===== src/rtl/fir_pkg.sv =====
// Shared constants, types and coefficient set for the folded FIR datapath.
// Coefficients are a symmetric Q1.15 low-pass whose DC gain is slightly above unity.
package fir_pkg;

  localparam int DATA_WIDTH = 16;
  localparam int TAPS       = 16;
  localparam int FOLD       = 4;
  localparam int MACS       = TAPS / FOLD;
  localparam int ACC_WIDTH  = 2 * DATA_WIDTH + $clog2(TAPS);
  localparam int PHASE_W    = (FOLD > 1) ? $clog2(FOLD) : 1;
  localparam int TAP_W      = (TAPS > 1) ? $clog2(TAPS) : 1;

  typedef logic signed [DATA_WIDTH-1:0]   sample_t;
  typedef logic signed [2*DATA_WIDTH-1:0] prod_t;
  typedef logic signed [ACC_WIDTH-1:0]    acc_t;

  typedef enum logic {
    ST_IDLE,
    ST_RUN
  } run_e;

  // h[0] weights the newest sample.
  localparam sample_t COEF [TAPS] = '{
    -16'sd100,  -16'sd300,  -16'sd200,  16'sd600,
     16'sd1800,  16'sd3500,  16'sd5000, 16'sd6400,
     16'sd6400,  16'sd5000,  16'sd3500, 16'sd1800,
     16'sd600,  -16'sd200,  -16'sd300, -16'sd100
  };

  localparam acc_t SAT_MAX = (acc_t'(1) <<< (DATA_WIDTH - 1)) - acc_t'(1);
  localparam acc_t SAT_MIN = -(acc_t'(1) <<< (DATA_WIDTH - 1));

  // Round half up from Q2.30-scale accumulator to Q1.15, then clamp.
  function automatic sample_t round_sat(input acc_t acc);
    acc_t biased;
    acc_t shifted;
    biased  = acc + (acc_t'(1) <<< (DATA_WIDTH - 2));
    shifted = biased >>> (DATA_WIDTH - 1);
    if (shifted > SAT_MAX) begin
      return sample_t'(SAT_MAX);
    end else if (shifted < SAT_MIN) begin
      return sample_t'(SAT_MIN);
    end else begin
      return sample_t'(shifted);
    end
  endfunction

endpackage


===== src/rtl/fir_mac_bank.sv =====
// Combinational MAC slice: MACS signed multipliers over the coefficient/tap group
// selected by the current phase, summed at full accumulator precision.
module fir_mac_bank
  import fir_pkg::*;
(
  input  logic [PHASE_W-1:0] phase_i,
  input  sample_t            taps_i [TAPS],
  output acc_t               partial_o
);

  prod_t prod [MACS];

  always_comb begin
    logic [TAP_W-1:0] idx;
    idx       = '0;
    partial_o = '0;
    for (int unsigned m = 0; m < MACS; m++) begin
      idx       = TAP_W'(int'(phase_i) * MACS + int'(m));
      prod[m]   = COEF[idx] * taps_i[idx];
      partial_o = partial_o + acc_t'(prod[m]);
    end
  end

endmodule


===== src/rtl/folded_fir.sv =====
// Folded direct-form FIR: one sample requested every FOLD cycles, one tap group
// of MACS products accumulated per cycle, rounded/saturated result every FOLD cycles.
module folded_fir
  import fir_pkg::*;
(
  input  logic                  clk,
  input  logic                  rst,
  input  logic                  en,
  input  logic [DATA_WIDTH-1:0] din,
  output logic [DATA_WIDTH-1:0] dout,
  output logic                  sample_in,
  output logic                  sample_out
);

  run_e                run_q;
  logic [PHASE_W-1:0]  phase_q;
  logic [PHASE_W-1:0]  phase_d;
  logic                sample_in_q;
  logic                sample_out_q;
  sample_t             x_q [TAPS];
  sample_t             x_d [TAPS];
  sample_t             taps_sel [TAPS];
  acc_t                acc_q;
  acc_t                acc_sum;
  acc_t                partial;
  sample_t             dout_q;

  // Group 0 is computed during the capture cycle itself, on the delay line as it
  // will look after the shift, so the result is ready exactly FOLD cycles later.
  always_comb begin
    x_d[0] = en ? sample_t'(din) : '0;
    for (int unsigned k = 1; k < TAPS; k++) begin
      x_d[k] = x_q[k-1];
    end
    for (int unsigned k = 0; k < TAPS; k++) begin
      taps_sel[k] = (phase_q == '0) ? x_d[k] : x_q[k];
    end
  end

  always_comb begin
    phase_d = '0;
    if (run_q == ST_RUN) begin
      phase_d = (phase_q == PHASE_W'(FOLD - 1)) ? '0 : phase_q + 1'b1;
    end
  end

  assign acc_sum = ((phase_q == '0) ? '0 : acc_q) + partial;

  fir_mac_bank u_mac_bank (
    .phase_i   (phase_q),
    .taps_i    (taps_sel),
    .partial_o (partial)
  );

  always_ff @(posedge clk) begin
    if (!rst) begin
      run_q        <= ST_IDLE;
      phase_q      <= '0;
      sample_in_q  <= 1'b0;
      sample_out_q <= 1'b0;
      acc_q        <= '0;
      dout_q       <= '0;
      for (int unsigned k = 0; k < TAPS; k++) begin
        x_q[k] <= '0;
      end
    end else begin
      run_q        <= ST_RUN;
      phase_q      <= phase_d;
      sample_in_q  <= (phase_d == '0);
      sample_out_q <= 1'b0;
      if (sample_in_q) begin
        for (int unsigned k = 0; k < TAPS; k++) begin
          x_q[k] <= x_d[k];
        end
      end
      if (run_q == ST_RUN) begin
        acc_q <= acc_sum;
        if (phase_q == PHASE_W'(FOLD - 1)) begin
          dout_q       <= round_sat(acc_sum);
          sample_out_q <= 1'b1;
        end
      end
    end
  end

  assign dout       = dout_q;
  assign sample_in  = sample_in_q;
  assign sample_out = sample_out_q;

endmodule


===== config.mk =====
export PLATFORM = sky130hd
export DESIGN_NAME = folded_fir
export DESIGN_NICKNAME = d
export VERILOG_FILES = /design/src/rtl/fir_pkg.sv /design/src/rtl/fir_mac_bank.sv /design/src/rtl/folded_fir.sv
export SDC_FILE = /design/constraint.sdc
export NUM_CORES = 2
export LEC_CHECK = 0
export ABC_AREA = 1
export CORE_MARGIN = 2
export CORE_UTILIZATION = 30
export DETAILED_ROUTE_END_ITERATION = 16
export PLACE_DENSITY_LB_ADDON = 0.1
export SYNTH_ARGS = -nofsm -noshare
export SYNTH_HDL_FRONTEND = slang
export SYNTH_SLANG_ARGS = --single-unit

===== constraint.sdc =====
create_clock -name clk -period 20.6 [get_ports clk]
set_clock_uncertainty 0.2 [all_clocks]
set_input_delay 3.09 -clock clk [delete_from_list [all_inputs] [get_ports clk]]
set_output_delay 3.09 -clock clk [all_outputs]
set_load 0.1 [all_outputs]

==> run_results.csv <==
group,metric,value,unit
placed_design,place_congestion,0.910,
die,die_area,174000,µm²
setup_path,rrSetupSlack,2630,ps
setup_path,startpoint_type,"input pin",
setup_path,cp_max_fo,13,
cts,insertion_delay,630,ps
placed_design,dp_cells,8039,
logic_synthesis,synth_area_leaders,"fa_1, edfxtp_1, inv_1",
global_routing,grt_max_degree,135,
min_path,hold_path_class,"flip-flop to flip-flop",
global_routing,grt_use_total,21.7,%
timing,final.period_utilization,92.6,%
timing,setup_viol,0,
timing,setup_ws,1510,ps
timing,fmax,0.0524,GHz
detailed_routing,postRouteAntennaNets,0,
die,die_y,417,µm
detailed_routing,drt_pass1_iterations,5,
detailed_routing,wl_per_cell,22.4,µm
cts,cts_setup_buffers,0,
layout,fin_nets,7239,
layout,drive_gt1_share,3.51,%
logic_synthesis,synth-seq-area-share,17.2,%
die,initial_core_util,30.2,%
global_routing,antenna_found_initial,4,
placed_design,post_dp_cell_area,54200,µm²
layout,instances_no_fill,8125,
placed_design,port_buffers,36,
setup_path,reg2reg_depth,59,
cts,cts-buffers-inserted,45,
die,pin_count,37,
cts,cts_hold_buffers,0,
logic_synthesis,ys_async_sr_fraction,0,%
setup_path,reg2reg_from,"phase_q[1]$_SDFF_PN0_",
logic_synthesis,synth_ff_type,"edfxtp_1",
layout,syn_to_final_growth,8.75,%
detailed_routing,routed_wl,182000,µm
layout,postLayoutCellArea,55700,µm²
logic_synthesis,yosys.area.top_type,"fa_1",
setup_path,cpMostUsedCell,"fa_1",
setup_path,cp_slowest_cell,"clkdlybuf4s50_1",
logic_synthesis,synth_edf_count,256,
timing,drv_slew,0,
cts,root_buffer,"clkbuf_16",
cts,clk_pin_slew,50,ps
setup_path,cp.required,20880,ps
logic_synthesis,syn_nets,7280,
logic_synthesis,syn_inst,5909,
placed_design,dp_slack,789,ps
logic_synthesis,syn_area_per_cell,8.66,µm²
logic_synthesis,yosys_warnings,0,
logic_synthesis,synth_area,51200,µm²
setup_path,critPathArrivalTime,19370,ps
setup_path,crit_path_end,"dout[1]$_SDFFE_PN0P_",
setup_path,cpPeakStageDelay,900,ps
setup_path,cp-end-kind,"flip-flop",
setup_path,path_class,"input pin to flip-flop",
cts,htreeDepth,2,
placed_design,dp_hpwl,150000,µm
logic_synthesis,synth.distinct_cells,48,
cts,cts.sinks,311,
timing,rsz0062_at_grt,"false",
global_routing,grt_pass1_vias,40500,
timing,timing_hold_violations_final,0,
setup_path,r2r_end,"dout[1]$_SDFFE_PN0P_",
detailed_routing,drcViolationCount,0,
logic_synthesis,yosys.area.top_type_share,40.1,%
timing,finalCriticalPeriod,19090,ps
timing,finalSetupTns,0,ps
run,max_cap_violations,0,
detailed_routing,num_vias,37500,
global_routing,overflow,0,
detailed_routing,via_per_inst,4.61,
die,rows,151,
cts,cts_resized,0,
cts,cts_tree,"built",
timing,worst_slew_pin_slew,1170,ps
detailed_routing,drt_iter0_drc,2688,
global_routing,grt_first_pass_wirelength,275000,µm
die,die_w,417,µm
die,core_area,169000,µm²
logic_synthesis,synth_seq_cells,311,
cts,cts_buffer_depth,3,
outcome,status,"complete, no violations",
timing,slew_headroom,20.9,%
setup_path,timing.critical_path.from,"en",
-- routing by layer --
layer / global-route usage (%) / part of all wire, % / up-vias
li1: - / - / 17400
met1: 31.1 / 46 / 19000
met5: 0 / 0.038 / -
met2: 33.3 / 44 / 883
met3: 3.59 / 5.7 / 162
met4: 7.22 / 3.8 / 2
-- Yosys cell counts (all sizes together), types with 3 or more instances --
library cell / instances
inv: 1743
fa: 1024
nand2: 826
nor2: 610
ha: 328
a21oi: 280
edfxtp: 256
o21ai: 243
clkbuf: 153
nand3: 119
dfxtp: 55
buf: 42
xor2: 32
xnor2: 31
nand4: 30
a31oi: 29
o211ai: 29
a32o: 15
or2: 13
a221o: 12
a21o: 7
nor3: 7
and2: 5
nand3b: 4
a21boi: 3
o21bai: 3
-- cell families (layout without fill, tap and decap cells) --
group / after synthesis / in the layout / share of synthesized area, %
xor gates and xnor gates: 63 / 63 / 1.11
adders and majority gates: 1352 / 1352 / 48.1
buffers and inverters: 1940 / 1934 / 14.3
and+or+nand+nor: 1615 / 1615 / 12.7
DFF: 311 / 311 / 17.2
AOI/OAI and AO/OA: 627 / 627 / 6.72
other: 1 / 5 / 0.00733
-- cells in the final DEF (no fill, tap or decap), types with 9 or more instances in the layout --
cell             count
a21oi_1            279
a221o_1             12
a31oi_1             29
a32o_1              15
buf_4               67
clkbuf_1             9
clkbuf_16           45
clkdlybuf4s50_1     35
clkinv_1            10
dfxtp_1             52
edfxtp_1           256
fa_1              1024
ha_1               324
inv_1             1734
nand2_1            814
nand2_2             10
nand3_1            113
nand4_1             30
nor2_1             591
nor2_2              16
o211ai_1            29
o21ai_0            236
or2_2               12
xnor2_1             30
xor2_1              31
-- worst max-delay path: cells and delay by family --
kind	cells	cell delay [ps]
xor gates and xnor gates	1	160
buffers and inverters	10	1540
adders and majority gates	17	7840
and+or+nand+nor	21	2930
AOI/OAI and AO/OA	10	3760
-- how the worst min path moves through the flow --
stage,start,endpoint,cells after the start
after detailed placement,acc_q[3]$_SDFFE_PN0P_,acc_q[3]$_SDFFE_PN0P_,2
after CTS,acc_q[3]$_SDFFE_PN0P_,acc_q[3]$_SDFFE_PN0P_,2
after global placement,acc_q[3]$_SDFFE_PN0P_,acc_q[3]$_SDFFE_PN0P_,2
after global routing,acc_q[3]$_SDFFE_PN0P_,acc_q[3]$_SDFFE_PN0P_,2
final,dout[14]$_SDFFE_PN0P_,dout[14]$_SDFFE_PN0P_,2
after floorplan,acc_q[3]$_SDFFE_PN0P_,acc_q[3]$_SDFFE_PN0P_,2
-- sequential cells by signal, summed over array words and instances, names as in the netlist --
register / count
dout: 16
x_q: 256
sample_out: 1
sample_in: 1
phase_q: 2
acc_q: 34
run_q: 1
-- final cells by class --
class	instances	area (µm²)
inverter	1745	6560
timing repair buffer	107	953
antenna	4	10.0
sequential	311	8800
clock inverter	25	223
fill	18000	114000
clock buffer	57	1200
tap	2218	2780
multi-input combinational	3658	35100
-- stage by stage --
step	hold slack [ps]	util (%)
6_report	265	32.8
5_1_grt	280	32.8
4_1_cts	265	32.8
3_5_place_dp	253	32.0
3_3_place_gp	248	32.0
2_1_floorplan	235	-
Power is left out: the tool's default activity adds up to more than one toggle a clock period on the data nets, which glitch-free logic cannot reach.
